<file path="src/rtl/pwm.sv">
// PWM generator: free-running WIDTH-bit counter with live period/duty inputs.
// Optional output inversion is compiled in with the PWM_POLARITY_EN macro.
module pwm #(
    parameter int WIDTH = 4
) (
    input  logic             clk,
    input  logic             rst,
    input  logic [WIDTH-1:0] wave_length,
    input  logic [WIDTH-1:0] high_time,
`ifdef PWM_POLARITY_EN
    input  logic             invert,
`endif
    output logic             out,
    output logic             last_cycle
);

    logic [WIDTH-1:0] cnt_q;
    logic [WIDTH-1:0] cnt_d;
    logic             out_q;
    logic             out_d;
    logic             last_q;
    logic             last_d;
    logic             wrap;
    logic             out_rst_val;

    // The >= test also catches a wave_length lowered below cnt, so the
    // counter wraps at once instead of running on to 2^WIDTH.
    assign wrap = (cnt_q >= wave_length);

`ifdef PWM_POLARITY_EN
    assign out_rst_val = invert;
`else
    assign out_rst_val = 1'b0;
`endif

    // Next-state: counter advance/wrap and the registered output values.
    always_comb begin
        cnt_d  = cnt_q + WIDTH'(1);
        out_d  = (cnt_q < high_time);
        last_d = wrap;
        if (wrap) begin
            cnt_d = '0;
        end
`ifdef PWM_POLARITY_EN
        out_d = out_d ^ invert;
`endif
    end

    // State registers; reset abandons any partial period.
    always_ff @(posedge clk or posedge rst) begin
        if (rst) begin
            cnt_q  <= '0;
            out_q  <= out_rst_val;
            last_q <= 1'b0;
        end else begin
            cnt_q  <= cnt_d;
            out_q  <= out_d;
            last_q <= last_d;
        end
    end

    assign out        = out_q;
    assign last_cycle = last_q;

endmodule

</file>
<file path="config.mk">
export PLATFORM = sky130hd
export DESIGN_NAME = pwm
export DESIGN_NICKNAME = d
export VERILOG_FILES = /design/src/rtl/pwm.sv
export SDC_FILE = /design/constraint.sdc
export NUM_CORES = 1
export LEC_CHECK = 0
export ABC_AREA = 0
export BUFFER_PORTS_ARGS = -buffer_cell sky130_fd_sc_hd__buf_2
export CAP_MARGIN = 25
export CORE_AREA = 5 5 42 44
export DETAILED_ROUTE_END_ITERATION = 10
export DIE_AREA = 0 0 47 49
export MAX_ROUTING_LAYER = met4
export PLACE_DENSITY_LB_ADDON = 0.05
export SYNTH_ARGS = -nofsm -noshare
export SYNTH_HDL_FRONTEND = slang
export SYNTH_SLANG_ARGS = --single-unit
</file>
<file path="constraint.sdc">
create_clock -name clk -period 4.03 [get_ports clk]
set_input_delay 0.2015 -clock clk [delete_from_list [all_inputs] [get_ports clk]]
set_output_delay 0.2015 -clock clk [all_outputs]
set_load 0.005 [all_outputs]
</file>
* Word-level counts from Yosys, hierarchy flattened
Cells that the tools add are included.
Storage, ports and cells: register bits 6, input port bits 10, output and inout bits 2, word-level logic and storage cells 7
Operators by class: add/subtract/negate cells 1, magnitude comparators 2, muxes and demuxes 1
Operators with widths (count):
- $add A4 B1 Y4 const B | 1
- $ge A4 B4 Y1 | 1
- $lt A4 B4 Y1 | 1
- $mux W4 | 1

* Logic depth before layout (Yosys ltp)
Gate-level depths: netlist of run 1.
word-level depth 2, mapped depth 5, gate-level depth less buffers 5

* Least setup slack after synthesis of run 1
No wires, ideal clock.
path kind reg2reg, from register cnt_q[0], to register cnt_q[0], library setup time 94 ps, data arrival time 1347 ps, required time 3936 ps, slack 2589 ps, stages on the path, launching flop included 6, path buffers 0, clock period less this slack 1441 ps, cells stage by stage dfrtp_1 inv_1 ha_1 nand2b_4 a211o_1 a211oi_1
Between the ends: word-level cells in the longest chain between the ends 2, elaborated cells between the ends (all ways) 3
RTL lines:
- start: declaration | line 17 | logic [WIDTH-1:0] cnt_q;
- start signal: assignment | line 56 | cnt_q <= cnt_d;
- $add A4 B1 Y4 / $ge A4 B4 Y1 (equally long branches) | line 38, 28
- $mux W4 * | line 41 | if (wrap) begin
- net cnt_d[0] | line 18 | logic [WIDTH-1:0] cnt_d;
Mark *: on every way through the listed nets, which the timed path passes. The rest lies on a longest branch.

* Final worst setup path of run 1
from register cnt_q[0], to register cnt_q[1]
Same word-level chain as after synthesis.

==> impl_metrics.yaml, run 1 <==
logic_synthesis:
  ys.flop_type: "dfrtp_1"
  netlist_area_um2: 402
  yosys.area.top_type_share_pct: 37.4
  synth-edff-count: 0
  synth_warnings: 0
  syn_avg_cell_area_um2: 10.3
  syn_inst: 39
  yosysTopAreaCell: "dfrtp_1"
  synthMostInstantiatedCell: "inv_1"
  synth_common_cells: "inv_1 (9), ha_1 (8), dfrtp_1 (6), a211oi_1 (4)"
  syn_nets: 57
  ys_seq_elements: 6
  ys_types: 14
  synth.yosys.seq_area_share_pct: 37.4
  synth_area_leaders: "dfrtp_1 (37%), ha_1 (25%), inv_1 (8.4%), a211oi_1 (7.5%), o21a_1 (3.7%)"
  synthArstFlopShare_pct: 100
setup_path:
  critPathRequiredTime_ns: 4.17
  crit_fanout: 5
  start_kind: "register"
  reg2reg_depth: 5
  ff2ff_setup_slack_ns: 2.44
  worstReg2RegEnd: "cnt_q[1]$_DFF_PP0_"
  arrival_ns: 1.72
  r2r_start: "cnt_q[0]$_DFF_PP0_"
  path_class: "reg -> reg"
  end_kind: "register"
route:
  routed_wl_um: 805
  vias: 313
  vias_per_cell: 4.47
  postRouteAntennaNets: 0
  drtPass1Iterations: 1
  drc: 0
  drt-initial-drc-count: 0
  wl_per_cell_um: 11.5
sta:
  fin_crit_sh_pct: 39.4
  period_needed_ns: 1.59
  final.setup.tns_ns: 0
  tightest_slew_ns: 0.226
  setup_viol: 0
  whs_ns: 0.394
  finalClockSkew_ns: 0.00694
  finalHoldViolCount: 0
  slew_violations: 0
  rsz0062_at_grt: "false"
  max_slew_margin_pct: 84.9
  max_freq_ghz: 0.630
clocking:
  cts_resized: 0
  cts_tree: "yes"
  htreeDepth: 1
  clk_latency_ns: 0.24
  cts_root_buf: "clkbuf_4"
  cts_max_path_buffers: 2
  cts_sinks: 6
  post-cts-setup-buffers: 0
  cts_buffers: 3
  clk_pin_slew_ns: 0.04
floorplanning:
  io_pins: 12
  die_w_um: 47
  core-area_mm2: 0.00140
  initial_utilization_pct: 28.7
  die_y_um: 49
  die_area_mm2: 0.00230
  rows: 14
final_layout:
  diodes: 0
  seq_area_um2: 150
  drive_above_1_share_pct: 27.8
  multiInputGateArea_um2: 218
  fin_nets: 74
  fillerInstances: 156
  area_delta_synth_final_pct: 26.8
worst_hold_path:
  hp-start: "high_time[0]"
  whs_endpoint: "out$_DFF_PP0_"
  whs_path_depth: 4
  hp-class: "in -> reg"
global_route:
  grt_max_degree: 7
  met3_usage_pct: 4.43
  track_usage_pct: 8.56
  grt-ovfl-total: 0
  first_global_vias: 325
  met1_usage_pct: 10.3
  grt_pass1_wl_um: 1370
  antenna_found_initial: 0
  grt.met2_usage_pct: 11.5
  grt_busiest_layer: "met2"
placement:
  globalplace.congestion: 0.719
  port_buffers: 11
  hpwlAfterDp_um: 693
power:
  power.density_mw_per_mm2: 587
  p_leak_nw: 0.291
  peakVddDrop_uv: 325
outcome:
  outcome: "complete, no violations"
job:
  max_cap_violations: 0
-- per-stage QoR --
step | util, % | instances | area, µm² | setup WS, ns | total power [mW]
final | 36.3 | 70 | 509 | 2.44 | 0.299
after global routing | 36.3 | 70 | 509 | 2.36 | 0.327
after CTS | 36.3 | 70 | 509 | 2.43 | 0.305
after detailed placement | 34.0 | 66 | 477 | 2.44 | 0.248
after global placement | 34.0 | 66 | 477 | 2.47 | 0.245
after floorplan | - | 39 | 402 | 2.59 | 0.208
-- timing repair --
action / in CTS / in global routing
hold buffers: 1 / 0
hold endpoints to repair: 6 / 0
setup endpoints to repair: 0 / 0
-- cell families (layout without fill, tap and decap cells) --
| kind of cell | Yosys count | count (layout) | share of synthesized area (%) |
|---|---|---|---|
| compound gates | 10 | 10 | 17.8 |
| buf+inv | 9 | 24 | 8.41 |
| fa+ha+maj | 8 | 8 | 24.9 |
| flops | 6 | 6 | 37.4 |
| simple gates | 4 | 4 | 7.16 |
| xor+xnor | 2 | 2 | 4.36 |
-- worst max-delay path: stages, from the launching register on --
cell and delay, ns:
dfrtp_1 0.40, inv_1 0.06, ha_1 0.27, nand2b_4 0.14, a211o_1 0.35, a211oi_1 0.27
-- cell usage in the layout (no fill, tap or decap) --
master,Yosys,final
buf_2,0,11
inv_1,9,9
ha_1,8,8
dfrtp_1,6,6
a211oi_1,4,4
clkbuf_4,0,3
o21a_1,2,2
a21oi_1,2,2
nand2b_4,1,1
a211o_1,1,1
a21o_1,1,1
xnor2_1,1,1
nand2b_1,1,1
nand2_1,1,1
nand3_1,1,1
xor2_1,1,1
dlygate4sd3_1,0,1
-- how the worst max path moves through the flow --
| stage | slack, ns | from | end | cells past startpoint |
|---|---|---|---|---|
| after floorplan | 2.59 | cnt_q[0]$_DFF_PP0_ | cnt_q[0]$_DFF_PP0_ | 5 |
| after global placement | 2.47 | cnt_q[0]$_DFF_PP0_ | cnt_q[1]$_DFF_PP0_ | 5 |
| after detailed placement | 2.44 | cnt_q[0]$_DFF_PP0_ | cnt_q[1]$_DFF_PP0_ | 5 |
| after CTS | 2.43 | cnt_q[0]$_DFF_PP0_ | cnt_q[1]$_DFF_PP0_ | 5 |
| after global routing | 2.36 | cnt_q[0]$_DFF_PP0_ | cnt_q[0]$_DFF_PP0_ | 5 |
| final | 2.44 | cnt_q[0]$_DFF_PP0_ | cnt_q[1]$_DFF_PP0_ | 5 |
-- layout make-up --
cell class | instances | share of cell area (%)
multi-input combinational | 24 | 42.8
sequential | 6 | 29.5
timing repair buffer | 12 | 12.8
inverter | 9 | 6.63
clock buffer | 3 | 4.42
tap | 16 | 3.93
-- state kept, by name (all words and copies together), names as in the netlist --
name and cells:
last_cycle 1, out 1, cnt_q 4
-- layer usage --
metal / share of wire, % / vias to the layer above
met2: 49 / 8
met5: 0 / -
met1: 45 / 142
met3: 6.5 / 0
met4: 0 / 0
li1: - / 163
-- report_power, final --
part | switching, mW | total (mW) | internal (mW) | leakage, nW
combinational | 0.0645 | 0.137 | 0.0723 | 0.204
clock | 0.0195 | 0.0530 | 0.0335 | 0.0138
sequential | 0.0234 | 0.109 | 0.0854 | 0.0737
Power figures use the tool's default switching activity.
==> run 2: changes to the inputs <==
Clock period 4.03 ns to 1.54 ns, I/O delays scaled along.
==> impl_metrics.yaml, run 2 (synthesis gave the netlist of run 1 again) <==
setup_path:
  path_cells: "inv_1, ha_1, nand2b_4, a211o_4, a211oi_1"
  critPathRequiredTime_ns: 1.69
  start_kind: "register"
  arrival_ns: 1.62
  crit_buf_inv: 1
  path_delay_family: "compound AO/OA/AOI/OAI gates"
  reg2reg_depth: 5
  max_stage_delay_ns: 0.36
  cp_slowest_cell: "a211o_4"
  end_kind: "register"
  r2r_start: "cnt_q[0]$_DFF_PP0_"
  ff2ff_setup_slack_ns: 0.07
  worstReg2RegEnd: "cnt_q[2]$_DFF_PP0_"
  crit_fanout: 5
  path_class: "reg -> reg"
final_layout:
  final_cell_mix: "buf_2 (11), inv_1 (9), ha_1 (8)"
  drive_above_1_share_pct: 38.6
  fin_nets: 77
  post_layout_nonfiller_instances: 73
  fillerInstances: 148
  diodes: 0
  area_delta_synth_final_pct: 38.3
  final_core_util_pct: 39.6
  regMostFlops: "cnt_q"
  seq_area_um2: 150
  largest_reg_flops: 4
  multiInputGateArea_um2: 241
  final_common_cell: "buf_2"
power:
  p_total_uw: 920
  power.density_mw_per_mm2: 1660
  peakVddDrop_uv: 618
  p_leak_nw: 0.310
placement:
  globalplace.congestion: 0.812
  placedCellCount: 69
  hpwlAfterDp_um: 782
  port_buffers: 11
job:
  max_cap_violations: 0
floorplanning:
  core-area_mm2: 0.00140
  initial_utilization_pct: 28.7
  die_y_um: 49
  rows: 14
  die_area_mm2: 0.00230
  die_w_um: 47
  io_pins: 12
sta:
  setup_viol: 0
  finalHoldViolCount: 0
  fin_crit_sh_pct: 95.6
  max_freq_ghz: 0.679
  max_slew_margin_pct: 83.5
  period_needed_ns: 1.47
  tightest_slew_ns: 0.248
  finalClockSkew_ns: 0.00140
  slew_violations: 0
global_route:
  grt_busiest_layer: "met2"
  antenna_found_initial: 0
  met1_usage_pct: 8.69
  track_usage_pct: 9.28
  grt.met2_usage_pct: 15.4
  grt_max_degree: 7
  met3_usage_pct: 4.43
  grt_pass1_wl_um: 1440
  grt-ovfl-total: 0
  first_global_vias: 360
clocking:
  htreeDepth: 1
  clk_pin_slew_ns: 0.04
  clk_latency_ns: 0.24
  cts_max_path_buffers: 2
  post-cts-setup-buffers: 0
  cts_tree: "yes"
  cts_sinks: 6
  cts_buffers: 3
  cts_root_buf: "clkbuf_4"
outcome:
  outcome: "complete, no violations"
route:
  drtPass1Iterations: 2
  routed_wl_um: 915
  drt-initial-drc-count: 2
  vias: 337
  vias_per_cell: 4.62
  drc: 0
  wl_per_cell_um: 12.5
  postRouteAntennaNets: 0
worst_hold_path:
  whs_path_depth: 4
  hp-start: "high_time[0]"
  whs_endpoint: "out$_DFF_PP0_"
  hp-class: "in -> reg"
run 2: worst max-delay path by stage:
stage                             startpoint            endpoint  cells after the start
after floorplan           cnt_q[0]$_DFF_PP0_  cnt_q[0]$_DFF_PP0_                      5
after global placement    cnt_q[0]$_DFF_PP0_  cnt_q[3]$_DFF_PP0_                      5
after detailed placement  cnt_q[0]$_DFF_PP0_  cnt_q[3]$_DFF_PP0_                      5
after CTS                 cnt_q[0]$_DFF_PP0_  cnt_q[0]$_DFF_PP0_                      5
after global routing      cnt_q[0]$_DFF_PP0_  cnt_q[1]$_DFF_PP0_                      5
final                     cnt_q[0]$_DFF_PP0_  cnt_q[2]$_DFF_PP0_                      5
run 2: cell type report:
type / instances / share of cell area, %
multi-input combinational: 24 / 43.5
inverter: 9 / 6.08
clock buffer: 3 / 4.05
tap: 16 / 3.60
sequential: 6 / 27.0
timing repair buffer: 15 / 15.8
run 2: power by group:
group,switching [mW],internal [mW],leakage (nW),total (mW)
combinational,0.246,0.272,0.223,0.518
sequential,0.0367,0.224,0.0737,0.260
clock,0.0540,0.0880,0.0138,0.142
total,0.337,0.583,0.310,0.920
run 2: metrics by stage:
step | setup WS (ns) | area [µm²] | setup TNS, ns | hold WS (ns)
global placement | 0.0652 | 499 | 0 | -0.00388
finish | 0.0677 | 556 | 0 | 0.281
CTS | 0.0364 | 532 | 0 | 0.282
global route | -0.0207 | 556 | -0.0207 | 0.270
floorplan | 0.0986 | 402 | 0 | -0.132
detailed placement | 0.0402 | 499 | 0 | -0.000496
run 2: worst register-to-register path: stages, from the launching register on:
cell      delay (ns)
dfrtp_1         0.34
inv_1           0.05
ha_1            0.26
nand2b_4        0.14
a211o_4         0.36
a211oi_1        0.23
run 2: metal layers:
| metal | share of wire, % | wire length (µm) |
|---|---|---|
| met2 | 52 | 479 |
| met3 | 5.2 | 48 |
| met5 | 0 | 0 |
| met1 | 42 | 387 |
| met4 | 0 | 0 |
run 2: repair_timing:
action,CTS,global route
hold endpoints to repair,6,0
hold buffers,1,0
resized for setup,0,4
endpoints found under the setup margin,0,3
==> run 3: changes to the inputs <==
Settings changed: REMOVE_ABC_BUFFERS set to 1.
Clock period 1.54 ns to 1.4 ns, I/O delays scaled along.
==> impl_metrics.yaml, run 3 (synthesis gave the netlist of run 1 again) <==
final_layout:
  fin_nets: 77
  largest_reg_flops: 4
  regMostFlops: "cnt_q"
  area_delta_synth_final_pct: 42.7
  drive_above_1_share_pct: 43.9
  final_common_cell: "buf_2"
  post_layout_nonfiller_instances: 73
  final_cell_mix: "buf_2 (11), inv_1 (8), ha_1 (7)"
  diodes: 0
  fillerInstances: 152
global_route:
  grt-ovfl-total: 0
  grt_pass1_wl_um: 1780
  antenna_found_initial: 0
  grt_max_degree: 7
  track_usage_pct: 11.8
  first_global_vias: 393
sta:
  setup_ws_ns: -0.0792
  final.setup.tns_ns: -0.162
  finalClockSkew_ns: 0.0000810
  rsz0062_at_grt: "true"
  finalHoldViolCount: 0
  max_freq_ghz: 0.676
  fin_crit_sh_pct: 106
  tightest_slew_ns: 0.268
  slew_violations: 0
  setup_viol: 5
  max_slew_margin_pct: 82.2
  period_needed_ns: 1.48
route:
  vias_per_cell: 4.67
  postRouteAntennaNets: 0
  wl_per_cell_um: 14.9
  vias: 341
  routed_wl_um: 1090
  drtPass1Iterations: 1
  drc: 0
  drt-initial-drc-count: 0
setup_path:
  path_class: "reg -> reg"
  end_kind: "register"
  arrival_ns: 1.63
  ff2ff_setup_slack_ns: -0.08
  start_kind: "register"
  reg2reg_depth: 5
  r2r_start: "cnt_q[0]$_DFF_PP0_"
  critPathRequiredTime_ns: 1.55
  crit_fanout: 5
  worstReg2RegEnd: "cnt_q[1]$_DFF_PP0_"
clocking:
  htreeDepth: 1
  cts_root_buf: "clkbuf_4"
  cts_max_path_buffers: 2
  clk_latency_ns: 0.24
  clk_pin_slew_ns: 0.05
  cts_tree: "yes"
  cts_sinks: 6
  cts_buffers: 3
floorplanning:
  rows: 14
  initial_utilization_pct: 28.7
  die_area_mm2: 0.00230
  die_y_um: 49
  die_w_um: 47
  io_pins: 12
  core-area_mm2: 0.00140
outcome:
  violations: "negative setup slack"
  outcome: "finished, violations left"
power:
  power.density_mw_per_mm2: 1900
  p_total_mw: 1.09
  p_leak_nw: 0.311
  peakVddDrop_uv: 621
placement:
  placedCellCount: 69
  globalplace.congestion: 0.787
  hpwlAfterDp_um: 795
  port_buffers: 11
job:
  max_cap_violations: 0
worst_hold_path:
  hp-class: "in -> async"
==> run 3: cell counts in the layout (fill, tap and decap cells not counted) <==
No cell type changed its count.
==> run 3: worst max-delay path by stage <==
stage | slack, ns | end | start | depth (start not counted)
global placement | -0.07 | cnt_q[3]$_DFF_PP0_ | cnt_q[0]$_DFF_PP0_ | 5
floorplan | -0.04 | cnt_q[0]$_DFF_PP0_ | cnt_q[0]$_DFF_PP0_ | 5
detailed placement | -0.08 | cnt_q[3]$_DFF_PP0_ | cnt_q[0]$_DFF_PP0_ | 5
CTS | -0.04 | cnt_q[0]$_DFF_PP0_ | cnt_q[0]$_DFF_PP0_ | 5
finish | -0.08 | cnt_q[1]$_DFF_PP0_ | cnt_q[0]$_DFF_PP0_ | 5
global route | -0.13 | cnt_q[1]$_DFF_PP0_ | cnt_q[0]$_DFF_PP0_ | 5
==> run 3: through the flow <==
step	instance area [µm²]	worst slack (ns)	hold slack (ns)	utilization, %
global placement	499	-0.0723	-0.0102	35.6
finish	573	-0.0792	0.281	40.9
detailed placement	499	-0.0837	0.000284	35.6
CTS	561	-0.0368	0.281	40.0
floorplan	402	-0.0414	-0.139	-
global route	573	-0.134	0.289	40.9
==> run 3: worst max-delay path: stages, from the launching register on <==
cell,delay (ns)
dfrtp_1,0.38
inv_2,0.07
ha_4,0.19
nand2b_4,0.13
a211o_4,0.36
a211oi_2,0.25
==> run 3: repair_timing <==
| item | CTS | global route |
|---|---|---|
| endpoints found under the hold margin | 6 | 0 |
| setup buffers | 0 | 0 |
| cloned | 0 | 0 |
| pin swaps | 6 | 2 |
| resized for setup | 5 | 2 |
| setup endpoints to repair | 5 | 5 |
| hold buffers | 1 | 0 |
==> run 3: layer usage <==
layer | vias up | share of wire, % | global-route usage [%] | wire length [µm]
li1 | 168 | - | - | -
met4 | 0 | 3.3 | 6.45 | 36
met5 | - | 0 | - | 0
met2 | 12 | 53 | 19.0 | 578
met1 | 157 | 39 | 11.4 | 419
met3 | 4 | 4.9 | 4.80 | 53
==> run 3: power by group <==
group	internal, mW	switching (mW)
clock network	0.0971	0.0647
logic	0.330	0.314
registers	0.246	0.0390
total	0.673	0.417
==> run 3: final cells by class <==
cell class | instances | area, µm² | area share, %
clock buffer | 3 | 22.5 | 3.93
timing repair buffer | 15 | 87.6 | 15.3
multi-input combinational | 24 | 259 | 45.2
sequential | 6 | 150 | 26.2
tap | 16 | 20.0 | 3.49
inverter | 9 | 33.8 | 5.90
